### src/rtl/keypad_scanner.sv
// 4x4 key matrix scanner: one column is driven at a time, presses and releases are debounced,
// and each accepted key is shifted into a 32-bit, eight-code history.
module keypad_scanner #(
  parameter int CLK_DIV  = 50,
  parameter int DEBOUNCE = 4
) (
  input  logic        Clk,
  input  logic        Reset,
  input  logic [3:0]  Row_In,
  input  logic        Clear,
  output logic [3:0]  Col_Sel,
  output logic [3:0]  Key_Code,
  output logic        Key_Valid,
  output logic        Key_Held,
  output logic [31:0] Disp_Data
);

  typedef enum logic [1:0] {S_SCAN, S_DEBOUNCE, S_HOLD, S_RELEASE} state_t;

  state_t      state, state_nxt;
  logic [3:0]  row_s1, rows;
  logic [15:0] div_cnt;
  logic        tick;
  logic [1:0]  col, col_nxt, cap_row, cap_nxt, row_idx;
  logic [3:0]  cnt, cnt_nxt, cnt_inc;
  logic        accept, rel_key;

  assign tick    = (div_cnt == 16'(CLK_DIV - 1));
  assign cnt_inc = cnt + 4'd1;

  // Lowest active row wins when several keys in a column are down.
  always_comb begin
    if (rows[0])      row_idx = 2'd0;
    else if (rows[1]) row_idx = 2'd1;
    else if (rows[2]) row_idx = 2'd2;
    else              row_idx = 2'd3;
  end

  always_ff @(posedge Clk or posedge Reset) begin
    if (Reset) state <= S_SCAN;
    else       state <= state_nxt;
  end

  always_comb begin
    state_nxt = state;
    col_nxt   = col;
    cnt_nxt   = cnt;
    cap_nxt   = cap_row;
    accept    = 1'b0;
    rel_key   = 1'b0;
    if (tick) begin
      case (state)
        S_SCAN: begin
          if (rows == 4'd0) begin
            col_nxt = col + 2'd1;
          end else begin
            cap_nxt = row_idx;
            cnt_nxt = 4'd1;
            if (DEBOUNCE == 1) begin
              accept    = 1'b1;
              state_nxt = S_HOLD;
            end else begin
              state_nxt = S_DEBOUNCE;
            end
          end
        end
        S_DEBOUNCE: begin
          if (rows != 4'd0 && row_idx == cap_row) begin
            cnt_nxt = cnt_inc;
            if (cnt_inc == 4'(DEBOUNCE)) begin
              accept    = 1'b1;
              state_nxt = S_HOLD;
            end
          end else begin
            col_nxt   = col + 2'd1;
            state_nxt = S_SCAN;
          end
        end
        S_HOLD: begin
          if (!rows[cap_row]) begin
            cnt_nxt = 4'd1;
            if (DEBOUNCE == 1) begin
              rel_key   = 1'b1;
              col_nxt   = col + 2'd1;
              state_nxt = S_SCAN;
            end else begin
              state_nxt = S_RELEASE;
            end
          end
        end
        S_RELEASE: begin
          if (!rows[cap_row]) begin
            cnt_nxt = cnt_inc;
            if (cnt_inc == 4'(DEBOUNCE)) begin
              rel_key   = 1'b1;
              col_nxt   = col + 2'd1;
              state_nxt = S_SCAN;
            end
          end else begin
            state_nxt = S_HOLD;
          end
        end
        default: state_nxt = S_SCAN;
      endcase
    end
  end

  always_ff @(posedge Clk or posedge Reset) begin
    if (Reset) begin
      row_s1    <= 4'd0;
      rows      <= 4'd0;
      div_cnt   <= 16'd0;
      col       <= 2'd0;
      Col_Sel   <= 4'b0001;
      cnt       <= 4'd0;
      cap_row   <= 2'd0;
      Key_Code  <= 4'd0;
      Key_Valid <= 1'b0;
      Key_Held  <= 1'b0;
      Disp_Data <= 32'd0;
    end else begin
      row_s1    <= Row_In;
      rows      <= row_s1;
      div_cnt   <= tick ? 16'd0 : div_cnt + 16'd1;
      col       <= col_nxt;
      Col_Sel   <= 4'b0001 << col_nxt;
      cnt       <= cnt_nxt;
      cap_row   <= cap_nxt;
      Key_Valid <= accept;
      if (accept) Key_Code <= {cap_nxt, col};
      if (accept)       Key_Held <= 1'b1;
      else if (rel_key) Key_Held <= 1'b0;
      // Clear takes priority over a simultaneous accept.
      if (Clear)       Disp_Data <= 32'd0;
      else if (accept) Disp_Data <= {Disp_Data[27:0], cap_nxt, col};
    end
  end

endmodule

### config.mk
export PLATFORM = sky130hd
export DESIGN_NAME = keypad_scanner
export DESIGN_NICKNAME = d
export VERILOG_FILES = /design/src/rtl/keypad_scanner.sv
export SDC_FILE = /design/constraint.sdc
export NUM_CORES = 1
export LEC_CHECK = 0
export CAP_MARGIN = 10
export CORE_ASPECT_RATIO = 1.1
export CORE_MARGIN = 10
export CORE_UTILIZATION = 49
export DETAILED_ROUTE_END_ITERATION = 6
export PLACE_DENSITY = 0.73
export SLEW_MARGIN = 20
export SYNTH_ARGS = -nofsm -noshare
export SYNTH_HDL_FRONTEND = slang
export SYNTH_SLANG_ARGS = --single-unit
### constraint.sdc
create_clock -name Clk -period 4.41 [get_ports Clk]
set_input_delay 0.441 -clock Clk [delete_from_list [all_inputs] [get_ports Clk]]
set_output_delay 0.441 -clock Clk [all_outputs]
set_load 0.05 [all_outputs]
# Yosys cells after proc, flatten, opt, wreduce, memory -nomap -nowiden
# Cells that the tools add are included.
[word_totals] ff_bits=76 in_bits=7
[op_classes] muxes=38 magnitude_cmp=1 add_sub_neg=3 reduce_logical=8 n_eq_ne=12 shift=1
[ops] cell="32-bit 2-to-1 mux" count=2
[ops] cell="2-bit 2-to-1 mux" count=16
[ops] cell="16-bit by 1-bit adder with 16-bit output, second input constant" count=1
[ops] cell="16-bit by 6-bit equality test with 1-bit output, second input constant" count=1
[ops] cell="16-bit 2-to-1 mux" count=1
[ops] cell="4-bit 2-to-1 mux" count=4
[ops] cell="4-bit case mux with 4 select lines" count=1
[ops] cell="1-bit 2-to-1 mux" count=11
[ops] cell="5-bit AND reduction" count=2
[ops] cell="2-bit inequality test, second input constant" count=4
[ops] cell="2-bit case mux with 4 select lines" count=1
[ops] cell="3-bit inequality test, second input constant" count=2
[ops] cell="2-bit case mux with 3 select lines" count=1
[ops] cell="4-bit by 1-bit adder with 4-bit output, second input constant" count=1
[ops] cell="2-bit equality test, second input constant" count=2
[ops] cell="4-bit by 3-bit equality test with 1-bit output, second input constant" count=1
[ops] cell="4-bit logical NOT" count=1
[ops] cell="2-bit nonzero test" count=2
[ops] cell="4-bit nonzero test" count=1
[ops] cell="1-bit by 2-bit left shift with 4-bit output, first input constant" count=1
[ops] cell="2-bit by 3-bit < comparator with 1-bit output, second input constant" count=1
[ops] cell="2-bit by 1-bit adder with 2-bit output, second input constant" count=1
[ops] cell="1-bit binary-select mux with 2-bit select" count=1
[ops] cell="2-bit by 1-bit equality test with 1-bit output, second input constant" count=1
[ops] cell="3 further kinds" count=3

# Longest topological paths before layout
[depth] word_depth=10 mapped_depth=9 ltp_nobuf=7

# Worst setup path before layout
# OpenSTA, ideal clock, no wires.
[synth_path] kind="register to register" from="register cnt[0]" to="register Disp_Data[16]" n_path_buf=2 slack_ps=2248 t_arrival_ps=2037 path_stages_with_launch=9 path_cell_list="dfrtp_1 ha_1 a21oi_1 a211o_1 nand3_2 or4_4 buf_6 buf_12 mux2i_1"
[synth_via] elab_chain_len=7
[synth_rtl] item="start: declaration" line_no="25" source="logic [3:0] cnt, cnt_nxt, cnt_inc;"
[synth_rtl] item="start signal: assignment" line_no="127" source="cnt <= cnt_nxt;"
[synth_rtl] item="4-bit by 1-bit adder with 4-bit output" line_no="29" source="assign cnt_inc = cnt + 4'd1;"
[synth_rtl] item="4-bit by 3-bit equality test with 1-bit output" line_no="70" source="if (cnt_inc == 4'(DEBOUNCE)) begin"
[synth_rtl] item="1-bit 2-to-1 mux" line_no="70"
[synth_rtl] item="1-bit 2-to-1 mux" line_no="68" source="if (rows != 4'd0 && row_idx == cap_row) begin"
[synth_rtl] item="1-bit 2-to-1 mux" line_no="52" source="case (state)"
[synth_rtl] item="1-bit 2-to-1 mux" line_no="51" source="if (tick) begin"
[synth_rtl] item="2-bit nonzero test (no line)"
[synth_rtl] item="end signal: assignment" line_no="135" source="else if (accept) Disp_Data <= {Disp_Data[27:0], cap_nxt, col};"
[synth_rtl] item="end: declaration" line_no="15" source="output logic [31:0] Disp_Data"
# No other way between the ends.
# A chain may end at the register's enable or synchronous reset.

# Worst setup path in the final report
[layout_path] from="register cnt[0]" to="register Disp_Data[14]"
# Same word-level chain as after synthesis.

==> results.txt <==
The worst setup path is captured at a register. The required time of the critical path was 4.63 ns; the instance area at placement was 4100 um^2. The tree is rooted in a sky130_fd_sc_hd__clkbuf_8. The number of antenna cells inserted is 0, and the die footprint is 11200 um^2.

Once the clock tree was built, the setup fixing pass inserted 0 buffers. The overall fraction of global-route tracks in use is 13.7%. TritonCTS built the clock tree. The die is 110 um tall. The largest net degree at the start of global routing is 53, and the async set-reset flop share out of synthesis is 100%. Data on the critical path arrives at its endpoint at 2.59 ns.

The number of antenna violations at the first check in global routing is 0, and the area of the core region is 7090 um^2. The first detailed-routing pass took 4 iterations. For the placed wire-length estimate, the log shows 5200 um. The number of synthesis warnings came out at 0.

Number of storage elements in the synthesis netlist: 76. The summed area of non-filler cells in the final layout was 4320 um^2. Critical-path maximum fanout: 22. The first global-routing pass estimated 12100 um of wire. The design draws 1.29 mW. In this run, synthesis inferred 0 flip-flops with an integrated enable. Max-cap violations in this run came to 0. The mean cell area of the mapped netlist works out to 11.7 um^2. The via count of the first global-routing pass came out at 2479. The logs give 0.35 ns for the worst-skew pair later-pin latency and 0.850 for the last weighted congestion value of the routability-driven placer. The run gives 3 as the number of H-tree levels.

The number of clock sinks came out at 76. The number of clock buffers added by TritonCTS is 9. The total overflow left after global routing is 0.

The tools report the peak supply drop as 0.216 mV. Relative to the synthesized area, the layout overhead comes to 20.4%. The horizontal die dimension is 102 um.

The run gives 2 as the number of buffers on the longest clock path. The launching element type of the critical path is a register. Remaining routing DRC violations: 0. The logs give 38.3% for the worst slew slack as a fraction of its limit and 0 for the final number of hold-violating endpoints.

The tools report the timing-limited maximum frequency as 0.423 GHz. For the pin with the worst max-slew slack, the measured transition is 0.922 ns. The flip-flop cell with the highest count after synthesis is sky130_fd_sc_hd__dfrtp_1. Class of the tightest hold or removal check: register to register.

The post-synthesis instance area was 3590 um^2; the post-cts hold buffer count was 0. Pin placement for this block handled 49 I/O pins. The final net count is 369. The run gives 0 as the final-report max-slew violation count. Of the cells placed in the final design, the portion with a size suffix greater than 1 is 10.7%.

The final routed wire length divided by cell count is 16.3 um, and the number of standard-cell rows in the floorplan is 32. The starting DRC count in detailed routing was 122. The clock arrives with 0.0109 ns of skew. Post-CTS repair changed the size of 0 cells. Counting distinct cell types in the post-synthesis netlist gives 52.

The sum of negative setup slack was 0 ns. Measured on the finished design, the core utilization comes to 61.0%. In the routed layout, each cell is associated on average with a via count of 5.42. Synthesis produced a netlist with a net count of 318. The clock transition at the register clock pins on the worst setup and hold paths after CTS is 0.08 ns, and the total via count after detailed routing is 2427. Setup repair after global routing left no endpoint under its margin. For the sequential cell area fraction in the yosys report, the log shows 53.0%. The shortest period the worst path allows was 2.36 ns.

Input and output buffers added on the ports amount to 48. In this run the remaining antenna-violating nets after routing total 0. The placement-stage worst setup slack was 1.61 ns. The run finished with clean final reports.

By startpoint and endpoint, the worst setup path is classified as register to register. Setup violations remaining at the end of the flow were counted as 0. Dividing total power by cell area gives a power density of 298 nW/um^2.

After detailed routing, the total wire length is 7280 um. Setup slack closes at 2.05 ns. The number of standard cells after synthesis came out at 307. For this configuration, the core starts out at a cell density of 50.7%. In this run the static leakage power is 2.00 nW.

Share of the cycle needed by the critical path after routing: 53.6%.
routing by layer:
metal  GRT usage (%)  share of wire, %  wire length [um]
met3            3.64               5.4               390
met5               0                 0                 0
met2            23.1                50              3660
met1            15.7                43              3110
met4            6.75               1.7               121
report_power, final:
part | total, mW | internal (mW) | switching, mW
Combinational | 0.0402 | 0.0155 | 0.0247
Sequential | 0.703 | 0.700 | 0.00264
Clock | 0.546 | 0.280 | 0.265
Total | 1.29 | 0.996 | 0.293
placed cells by master, fill, tap and decap left out, types with 3 or more instances in the layout:
master                            netlist  routed
sky130_fd_sc_hd__xor2_1                 6       6
sky130_fd_sc_hd__inv_1                  9       8
sky130_fd_sc_hd__a21oi_1                3       3
sky130_fd_sc_hd__clkdlybuf4s50_1        0      48
sky130_fd_sc_hd__or3_1                  3       3
sky130_fd_sc_hd__nand3_1               10      10
sky130_fd_sc_hd__ha_1                   4       4
sky130_fd_sc_hd__clkbuf_8               0      10
sky130_fd_sc_hd__o31ai_1                3       3
sky130_fd_sc_hd__nand2_1               16      16
sky130_fd_sc_hd__nor4_1                 4       4
sky130_fd_sc_hd__or2_2                  4       4
sky130_fd_sc_hd__nand2b_1              37      37
sky130_fd_sc_hd__a31oi_1                4       4
sky130_fd_sc_hd__xnor2_1               10      10
sky130_fd_sc_hd__mux2_2                 4       4
sky130_fd_sc_hd__nor2_1                21      21
sky130_fd_sc_hd__dfrtp_1               75      75
sky130_fd_sc_hd__nand4_1                6       6
sky130_fd_sc_hd__clkinvlp_4             0       3
sky130_fd_sc_hd__mux2i_1               38      38
sky130_fd_sc_hd__nor3_1                 4       4
cell usage after synthesis, drive strengths merged, types with 3 or more instances:
master / number / area share [%]
clkbuf: 5 / 0.52
inv: 9 / 0.94
or2: 4 / 0.70
nor2: 21 / 2.2
nand3: 12 / 2.0
and4: 3 / 0.80
a21oi: 3 / 0.42
ha: 4 / 1.4
nand2: 17 / 2.0
mux2: 4 / 1.3
nor4: 6 / 1.9
mux2i: 38 / 11
or3: 3 / 0.52
buf: 5 / 1.8
xor2: 6 / 1.5
nand2b: 37 / 6.4
a31oi: 4 / 0.70
nor3: 4 / 0.56
o21ai: 3 / 0.52
nand4: 6 / 1.0
xnor2: 10 / 2.4
dfrtp: 75 / 52
o31ai: 3 / 0.63
state kept, by name, indices dropped and copies added (netlist names):
| signal | cells |
|---|---|
| Disp_Data | 32 |
| Key_Held | 1 |
| rows | 4 |
| cnt | 4 |
| col | 2 |
| Key_Valid | 1 |
| Col_Sel | 4 |
| cap_row | 2 |
| row_s1 | 4 |
| Key_Code | 4 |
| state | 2 |
| div_cnt | 16 |
area by class of cell:
cell class                      count  area, um^2
Clock buffer                       10         138
Timing Repair Buffer               50         499
Inverter                            9        35.0
Sequential cell                    76        1900
Tap cell                           85         106
Fill cell                         581        2770
Clock inverter                      6        70.1
Multi-Input combinational cell    212        1570
cell families (layout without fill, tap and decap cells):
kind of cell / count (synthesis) / after routing / share of synthesized area [%]
simple gates: 126 / 126 / 21.4
flops: 76 / 76 / 53.0
mux: 43 / 43 / 12.5
compound gates: 23 / 23 / 4.57
buf+inv: 19 / 75 / 3.24
xor+xnor: 16 / 16 / 3.90
fa+ha+maj: 4 / 4 / 1.39
final timing paths:
kind                                start             to  slack, ns  depth (start not counted)
worst min register to register  row_s1[3]        rows[3]       0.35                          0
min in group asynchronous           Reset       state[1]       0.56                          2
max in group asynchronous           Reset  Disp_Data[24]       3.02                          3
worst max-delay path               cnt[0]  Disp_Data[14]       2.05                          6
worst min-delay path            row_s1[3]        rows[3]       0.35                          0
worst max register to register     cnt[0]  Disp_Data[14]       2.05                          6
worst max-delay path: stages (launching register included):
cell                      delay, ns
sky130_fd_sc_hd__dfrtp_1       0.45
sky130_fd_sc_hd__ha_1          0.29
sky130_fd_sc_hd__a21oi_1       0.16
sky130_fd_sc_hd__a211o_1       0.20
sky130_fd_sc_hd__nand3_2       0.17
sky130_fd_sc_hd__or4_4         0.76
sky130_fd_sc_hd__mux2i_1       0.19
stage by stage:
| stage | cells | hold WS, ns |
|---|---|---|
| 2_1_floorplan | 307 | 0.331 |
| 3_3_place_gp | 431 | 0.332 |
| 3_5_place_dp | 431 | 0.337 |
| 4_1_cts | 447 | 0.355 |
| 5_1_grt | 448 | 0.360 |
| 6_report | 448 | 0.353 |
Power figures use the tool's default switching activity.
